$ cat src/rtl/pcw_ram_loader.sv
// -----------------------------------------------------------------------------
// pcw_ram_loader
//
// Owns the single RAM write/address port and shares it between three users:
// the internal boot-ROM copy engine, the HPS ioctl RAM-image download and the
// Z80 CPU. After every reset the boot stub is copied from boot_loader to RAM
// address 0. The CPU is then released with a one-cycle execute_enable pulse.
// A RAM-image download (ioctl_index == ROM_INDEX) holds the CPU in reset. It
// replaces the stub, and the CPU restarts when the download ends.
//
// Ports
//   clk_sys, reset        system clock, synchronous active-high reset
//   rom_addr / rom_data   boot_loader read port (data valid one cycle later)
//   ioctl_*               hps_io download interface, ioctl_wait = backpressure
//   cpu_*                 Z80 memory request, cpu_wait stalls the CPU
//   ram_addr/din/we       shared RAM write port
//   cpu_reset             holds the CPU in reset
//   execute_enable        one-cycle pulse: start CPU at address 0
//   busy                  loader owns the RAM (HOLD, READ, WRITE, DL)
// -----------------------------------------------------------------------------
module pcw_ram_loader #(
    parameter int         BOOT_LEN  = 276,
    parameter logic [7:0] ROM_INDEX = 8'd0
) (
    input  logic        clk_sys,
    input  logic        reset,

    output logic [15:0] rom_addr,
    input  logic [7:0]  rom_data,

    input  logic        ioctl_download,
    input  logic [7:0]  ioctl_index,
    input  logic        ioctl_wr,
    input  logic [15:0] ioctl_addr,
    input  logic [7:0]  ioctl_data,
    output logic        ioctl_wait,

    input  logic        cpu_req,
    input  logic        cpu_we,
    input  logic [15:0] cpu_addr,
    input  logic [7:0]  cpu_dout,
    output logic        cpu_wait,

    output logic [15:0] ram_addr,
    output logic [7:0]  ram_din,
    output logic        ram_we,

    output logic        cpu_reset,
    output logic        execute_enable,
    output logic        busy
);

    typedef enum logic [2:0] {
        S_HOLD,
        S_READ,
        S_WRITE,
        S_EXEC,
        S_RUN,
        S_DL
    } state_t;

    localparam logic [15:0] LAST_ADDR = 16'(BOOT_LEN - 1);

    state_t      state;
    logic [15:0] count;

    // One-entry ioctl byte buffer
    logic        buf_full;
    logic [15:0] buf_addr;
    logic [7:0]  buf_data;

    logic        rom_index_hit;
    logic        dl_start;
    logic        buf_drain;
    logic        buf_accept;

    assign rom_index_hit = (ioctl_index == ROM_INDEX);
    assign dl_start      = ioctl_download && rom_index_hit;

    // The buffer has priority over the copy READ slot and over the CPU. It
    // never takes the copy WRITE slot, because rom_data is valid only there.
    assign buf_drain  = buf_full && (state != S_HOLD) && (state != S_WRITE);

    // A byte that arrives while the buffer drains refills it in the same cycle.
    assign buf_accept = ioctl_wr && rom_index_hit && (state != S_HOLD) &&
                        (!buf_full || buf_drain);

    // -------------------------------------------------------------------------
    // Sequencer and buffer-valid flag
    // -------------------------------------------------------------------------
    // NOTE: all state is updated with non-blocking assignments, so every
    // branch reads the values from the start of the cycle and the order of
    // the statements cannot change the result.
    always_ff @(posedge clk_sys) begin
        if (reset) begin
            state    <= S_HOLD;
            count    <= '0;
            buf_full <= 1'b0;
        end else begin
            case (state)
                // The first clock with reset low starts the copy.
                S_HOLD:  state <= S_READ;

                // A buffered ioctl byte takes this slot. Keep presenting the
                // same rom_addr so that the copy resumes without a gap.
                S_READ: begin
                    if (dl_start)        state <= S_DL;
                    else if (!buf_drain) state <= S_WRITE;
                end

                S_WRITE: begin
                    if (dl_start) begin
                        state <= S_DL;
                    end else if (count == LAST_ADDR) begin
                        state <= S_EXEC;
                    end else begin
                        count <= count + 16'd1;
                        state <= S_READ;
                    end
                end

                S_EXEC:  state <= S_RUN;

                S_RUN:   if (dl_start) state <= S_DL;

                // The downloaded image replaces the stub, so no re-copy.
                S_DL:    if (!ioctl_download) state <= S_EXEC;

                default: state <= S_HOLD;
            endcase

            if (buf_accept)     buf_full <= 1'b1;
            else if (buf_drain) buf_full <= 1'b0;
        end
    end

    // NOTE: the buffer payload has no reset. buf_full alone decides whether
    // the payload is meaningful, and leaving the data path unreset keeps it
    // off the reset tree.
    always_ff @(posedge clk_sys) begin
        if (buf_accept) begin
            buf_addr <= ioctl_addr;
            buf_data <= ioctl_data;
        end
    end

    // -------------------------------------------------------------------------
    // Shared RAM port multiplexer
    // -------------------------------------------------------------------------
    // NOTE: every output gets a default before the priority chain. Without the
    // defaults, a path that does not assign an output would infer a latch.
    always_comb begin
        ram_addr = '0;
        ram_din  = '0;
        ram_we   = 1'b0;
        cpu_wait = 1'b1;
        if (state == S_WRITE) begin
            ram_addr = count;
            ram_din  = rom_data;
            ram_we   = 1'b1;
        end else if (buf_drain) begin
            ram_addr = buf_addr;
            ram_din  = buf_data;
            ram_we   = 1'b1;
        end else if (state == S_RUN) begin
            ram_addr = cpu_addr;
            ram_din  = cpu_dout;
            ram_we   = cpu_req && cpu_we;
            cpu_wait = 1'b0;
        end
    end

    // count is 0 in HOLD, so rom_addr is 0 there as well.
    assign rom_addr       = count;
    assign ioctl_wait     = buf_full;
    assign cpu_reset      = (state != S_RUN);
    assign execute_enable = (state == S_EXEC);
    assign busy           = (state == S_HOLD) || (state == S_READ) ||
                            (state == S_WRITE) || (state == S_DL);

endmodule

$ cat config.mk
export PLATFORM = sky130hd
export DESIGN_NAME = pcw_ram_loader
export DESIGN_NICKNAME = d
export VERILOG_FILES = /design/src/rtl/pcw_ram_loader.sv
export SDC_FILE = /design/constraint.sdc
export NUM_CORES = 1
export LEC_CHECK = 0
export ABC_AREA = 0
export CAP_MARGIN = 25
export CORE_UTILIZATION = 50
export CTS_BUF_LIST = sky130_fd_sc_hd__clkbuf_2
export CTS_CLUSTER_SIZE = 30
export DETAILED_ROUTE_END_ITERATION = 8
export DONT_BUFFER_PORTS = 1
export GPL_ROUTABILITY_DRIVEN = 0
export PLACE_DENSITY = 0.67
export SLEW_MARGIN = 20
export SYNTH_ARGS = -nofsm -noshare
export SYNTH_HDL_FRONTEND = slang
export SYNTH_SLANG_ARGS = --single-unit
$ cat constraint.sdc
create_clock -name clk_sys -period 2.3 [get_ports clk_sys]
set_input_delay 0.23 -clock clk_sys [delete_from_list [all_inputs] [get_ports clk_sys]]
set_output_delay 0.23 -clock clk_sys [all_outputs]
set_load 0.01 [all_outputs]
==> results by group, run 1 <==
Final layout
  • Share of cells above drive strength 1: 11.6%
  • Final Util: between 60 and 70%
  • NumNets Final: 319
  • Layout area overhead: 19.2%
  • # diodes: 0
  • Fin cells: 301

Routing
  • Post-route ant nets: 0
  • Routed via count: 2070
  • DRT Pass-1 Iters: 7
  • Post-Route WL: around 6400 microns
  • Remaining DRCs: 0
  • Avg WL per Cell: 21.4 microns
  • Via-to-Cell Ratio: slightly below 7
  • First DRT Iteration DRCs: 269

Floorplan
  • # IOs: 116
  • # rows: 24
  • Initial Utilization: 52.4%
  • Die X: 69.5 microns
  • Core area: around 4400 sq um
  • Die area: between 4000 and 5000 sq um
  • Die Y: ~70 microns

Yosys
  • Post-synth EDFFs: 24
  • Share of the yosys chip area belonging to registers: between 40% and 50%
  • Mapped Area: ~2300 sq um
  • Synth area leaders: edfxtp_1, dfxtp_1, a222oi_1
  • Top_reg_cell synth: edfxtp_1
  • Flops & latches, synth: 44
  • Post-Syn Nets: slightly below 300
  • Yosys top cell area share: 31.6%
  • YS warnings: 0
  • Post-synth cell types: 45
  • Fraction of registers with async set/reset: 0%
  • Post-synth top area cell: edfxtp_1
  • Post-Syn Instances: 222
  • Most numerous cell in the Yosys netlist: inv_1
  • Commonest cells post-synth: inv_1, edfxtp_1, a222oi_1
  • Avg Cell Area, Syn: 10.3 sq um

Worst hold path
  • Hold Startpoint: reset
  • Hold Path Depth: 2
  • Worst Hold End: rom_addr[0]
  • Hold/Removal Path Class: in2reg

Critical path
  • Crit Path Max Fanout: 12
  • WP data required: ~2100 ps
  • CP arrival: 1980 ps
  • CP Capture Type: output pin
  • R2R Path Start: rom_addr[0]
  • R2r setup slk: ~320 ps
  • Startpoint Class: flip-flop
  • Crit Path Class: reg2out
  • FF-to-FF path depth: 5
  • Reg2reg end: rom_addr[0]

Timing
  • Final clock period utilization by the worst path: 96.3%
  • Max Fclk: 0.452 GHz
  • Actual slew at the worst max-slew pin: about 800 ps
  • Max_slew headroom: 47.5%
  • Final Skew: 14.0 ps
  • Final slew viol count: 0
  • Final min period: ~2200 ps
  • Final hold viol count: 0
  • Final-report setup violation count: 0
  • Setup TNS: 0 ps

Clock tree
  • H-tree levels: 2
  • Root Driver: clkbuf_2
  • TritonCTS buffer count: 5
  • CTS Sinks: 44
  • TritonCTS clock tree: done
  • Maximum buffer depth of the clock tree: 2
  • Clk pin slew, worst setup/hold paths: 230 ps
  • Clk_lat worst skew: ~420 ps
  • Post-CTS Setup Inserts: 0

GRT
  • First-pass GRT wire length: 9720 microns
  • Vias in the first global route: between 2k and 2.5k
  • Largest net degree at the start of global routing: 26
  • Antenna violations before repair: 0
  • GR Overflow Total: 0
  • Total GRT Usage: 25.6%

Power and ir drop
  • LEAKAGE: 1.04 nW
  • Total power: around 1.6 mW
  • Max VDD drop: 375 uV
  • Power Dens Cells: 585 nW/um^2

Place
  • PortBufs: 0
  • Post-DP HPWL: 4100 microns
  • Inst Count DP: 266

Run status
  • Status: complete, no violations

Flow run
  • Max Cap Viol: 0
-- cells by family (layout without fill, tap and decap cells) --
group / count (synthesis) / count (layout) / synth area share [%]
buffers and inverters: 44 / 70 / 7.90
AND/OR/NAND/NOR: 64 / 65 / 18.7
flip-flops: 44 / 44 / 49.2
AO/OA/AOI/OAI: 66 / 66 / 22.2
adder cells (fa/ha/maj): 1 / 1 / 0.549
multiplexers: 3 / 3 / 1.54
-- cell usage in the layout, fill, tap and decap left out, types with 4 or more instances in the layout --
master and instances:
clkbuf_2 6, a21oi_1 18, nand2b_1 5, nand3_1 5, dlygate4sd3_1 26, nor4_1 4
edfxtp_1 24, nand2_1 8, a222oi_1 23, nor2_1 4, buf_4 6, dfxtp_1 18
and3_1 4, inv_1 28, o31ai_1 13, or4_1 13
-- routing by layer --
layer / GRT usage, % / up-vias / wire (microns)
li1: - / 934 / -
met1: 30.5 / 999 / 2510
met2: 43.4 / 129 / 3220
met3: 8.14 / 8 / 640
met4: 8.84 / 0 / 73
met5: 0 / - / 0
-- power by group --
part | total, mW | internal [mW] | switching [mW]
Sequential | 0.850 | 0.836 | 0.0138
Combinational | 0.177 | 0.0853 | 0.0916
Clock | 0.563 | 0.297 | 0.266
Total | 1.59 | 1.22 | 0.371
-- final cells by class --
| class | instances | area, sq um |
|---|---|---|
| clock buffer | 6 | 30.0 |
| clock inverter | 2 | 60.1 |
| fill | 355 | 1640 |
| inverter | 28 | 105 |
| multi-input combinational | 135 | 1000 |
| sequential | 44 | 1130 |
| tap | 52 | 65.1 |
| timing repair buffer | 34 | 328 |
-- registers in the layout (all words and copies together), names as in the netlist --
register / cells
buf_addr: 16
buf_data: 8
ioctl_wait: 1
rom_addr: 16
state: 3
-- metrics by stage --
step	instance area [sq um]	hold WS [ps]	worst slack, ps
after global placement	2340	303	360
after global routing	2720	39.2	-7.84
after detailed placement	2340	303	292
final	2720	34.0	85.9
after floorplan	2280	329	431
after CTS	2700	24.0	54.5
-- critical path, stage by stage, from the launching register on --
cell      delay (ps)
dfxtp_1          410
nor2_1           420
nor2b_2          250
a222oi_1         350
inv_1            140
-- worst max-delay path by stage --
stage / start / slack (ps) / end
final: state[0] / 90 / ram_addr[10]
after global routing: ioctl_wait / -8 / ram_addr[0]
after CTS: state[1] / 50 / ram_din[1]
after detailed placement: ioctl_wait / 290 / ram_din[1]
after global placement: state[1] / 360 / ram_addr[7]
after floorplan: ioctl_index[1] / 430 / buf_addr[0]
-- repair_timing --
| item | 4_1_cts | 5_1_grt |
|---|---|---|
| hold buffers | 26 | 0 |
| gates cloned | 0 | 1 |
| endpoints found under the hold margin | 43 | 0 |
| setup endpoints to repair | 25 | 17 |
| gates resized for setup | 4 | 3 |
(Power assumes the default switching activity.)
==> run 2: changes to the inputs <==
--- a/config.mk
+++ b/config.mk
@@ -19,2 +19,3 @@
 export SYNTH_HDL_FRONTEND = slang
 export SYNTH_SLANG_ARGS = --single-unit
+export TNS_END_PERCENT = 100
==> constraint.sdc (replaced) <==
create_clock -name clk_sys -period 2.3 [get_ports clk_sys]
set_input_delay 0.46 -clock clk_sys [delete_from_list [all_inputs] [get_ports clk_sys]]
set_output_delay 0.46 -clock clk_sys [all_outputs]
set_load 0.01 [all_outputs]
==> results by group, run 2 (synthesis results as in run 1) <==
Timing
  • Final clock period utilization by the worst path: 102% (was 96.3%)
  • Final min period: 2340 ps (was 2210 ps)
  • Final hold viol count: 0 (unchanged)
  • Final Skew: 30.2 ps (was 14.0 ps)
  • Final-report setup violation count: 23 (was 0)
  • Final slew viol count: 0 (unchanged)
  • Final worst setup slack: -40.3 ps (was 85.9 ps)
  • Unrepaired setup endpoints after global routing: true
  • Max_slew headroom: 64.0% (was 47.5%)
  • Actual slew at the worst max-slew pin: 535 ps (was 785 ps)
  • Max Fclk: 0.427 GHz (was 0.452 GHz)
  • Setup TNS: -562 ps (was 0 ps)

Clock tree
  • Root Driver: clkbuf_2 (unchanged)
  • Post-CTS Setup Inserts: 0 (unchanged)
  • TritonCTS clock tree: done (unchanged)
  • H-tree levels: 2 (unchanged)
  • Clk_lat worst skew: 430 ps (was 420 ps)
  • TritonCTS buffer count: 5 (unchanged)
  • CTS Sinks: 44 (unchanged)
  • Clk pin slew, worst setup/hold paths: 250 ps (was 230 ps)
  • Maximum buffer depth of the clock tree: 2 (unchanged)
  • # hold bufs at CTS: 0 (was 26)

Run status
  • Failing checks: setup timing
  • Status: finished with violations (was complete, no violations)

Place
  • PortBufs: 0 (unchanged)
  • Post-DP HPWL: 4180 microns (was 4100 microns)
  • Inst Count DP: 267 (was 266)

Final layout
  • # diodes: 0 (unchanged)
  • Multi-input gate area: 1020 sq um (was 1000 sq um)
  • Fin cells: 277 (was 301)
  • NumNets Final: 295 (was 319)
  • Layout fillers: 396 (was 355)
  • FF+latch area: 1130 sq um (unchanged)
  • Share of cells above drive strength 1: 14.2% (was 11.6%)
  • Final Util: 57.0% (was 62.4%)
  • Commonest non-fill, non-tap cell in the layout: inv_1 (unchanged)
  • Commonest non-fill, non-tap cells in the layout: inv_1, edfxtp_1, a222oi_1, a21oi_1, dfxtp_1 (was inv_1, dlygate4sd3_1, edfxtp_1, a222oi_1)
  • Layout area overhead: 8.89% (was 19.2%)

Critical path
  • CP arrival: 1880 ps (was 1980 ps)
  • Startpoint Class: flip-flop (unchanged)
  • R2r setup slk: 280 ps (was 320 ps)
  • Crit Path Class: reg2out (unchanged)
  • WP data required: 1840 ps (was 2070 ps)
  • Crit. Startpoint: state[2] (was state[0])
  • Crit Path Max Fanout: 10 (was 12)
  • R2R Path Start: rom_addr[0] (unchanged)
  • CP Capture Type: output pin (unchanged)

Floorplan
  • Initial Utilization: 52.4% (unchanged)
  • Die Y: 69.5 microns (unchanged)
  • Die area: 4830 sq um (unchanged)
  • Core area: 4350 sq um (unchanged)
  • Die X: 69.5 microns (unchanged)
  • # rows: 24 (unchanged)
  • # IOs: 116 (unchanged)

Power and ir drop
  • LEAKAGE: 0.937 nW (was 1.04 nW)
  • Power Dens Cells: 586 nW/um^2 (was 585 nW/um^2)
  • Max VDD drop: 295 uV (was 375 uV)

Flow run
  • Max Cap Viol: 0 (unchanged)

GRT
  • GR Overflow Total: 0 (unchanged)
  • Largest net degree at the start of global routing: 30 (was 26)
  • First-pass GRT wire length: 10000 microns (was 9720 microns)
  • Total GRT Usage: 26.6% (was 25.6%)
  • Vias in the first global route: 1983 (was 2005)
  • Antenna violations before repair: 0 (unchanged)

Routing
  • Avg WL per Cell: 22.7 microns (was 21.4 microns)
  • Remaining DRCs: 0 (unchanged)
  • First DRT Iteration DRCs: 243 (was 269)
  • Via-to-Cell Ratio: 7.09 (was 6.88)
  • DRT Pass-1 Iters: 5 (was 7)
  • Post-Route WL: 6280 microns (was 6440 microns)
  • Post-route ant nets: 0 (unchanged)
  • Routed via count: 1965 (was 2070)

Worst hold path
  • Hold Startpoint: reset (unchanged)
  • Hold/Removal Path Class: in2reg (unchanged)
-- run 2: metal layers --
| metal | wire (microns) | GRT usage [%] | up-vias |
|---|---|---|---|
| li1 | - | - | 894 |
| met1 | 2600 | 33.5 | 947 |
| met2 | 3070 | 44.7 | 116 |
| met3 | 522 | 7.70 | 8 |
| met4 | 74 | 7.48 | 0 |
| met5 | 0 | 0 | - |
-- run 2: cell type report --
cell class,instances,area share (%)
Inverter,28,4.23
Multi-Input combinational cell,135,40.9
Tap cell,52,2.62
Timing Repair Buffer,10,3.98
Clock buffer,5,1.01
Sequential cell,44,45.4
Clock inverter,3,1.86
-- run 2: critical path, stage by stage, from the launching register on --
cell      delay [ps]
dfxtp_4          440
or3b_4           440
nor2_4           150
buf_6            170
a222oi_1         110
inv_1            140
-- run 2: through the flow --
step	hold slack [ps]	setup WS, ps	instance area [sq um]	power [mW]
floorplan	512	201	2280	0.967
global placement	533	261	2360	0.988
detailed placement	534	97.2	2360	0.995
CTS	28.4	-54.1	2470	1.46
global route	26.8	-125	2480	1.49
finish	47.7	-40.3	2480	1.45
-- run 2: power by group --
part	switching [mW]	internal (mW)	total (mW)
sequential	0.0105	0.836	0.847
combinational	0.0887	0.0595	0.148
clock	0.272	0.187	0.459
total	0.372	1.08	1.45
-- run 2: repair_timing --
action                                  4_1_cts  5_1_grt
endpoints found under the setup margin       26       25
pin swaps                                     2        0
cloned                                        2        0
gates resized for setup                      10        2
-- run 2: final timing paths --
path                            depth (start not counted)          end
worst max-delay path                                    5   ram_din[5]
worst min-delay path                                    1     state[0]
worst max register to register                          5  rom_addr[0]
worst min register to register                          2  rom_addr[4]
==> run 3: changes to the inputs <==
Settings changed: ABC_CLOCK_PERIOD_IN_PS from default to 2300.
==> results of run 3 <==
No change in the layout: final DEF, timing and power equal those of run 2.
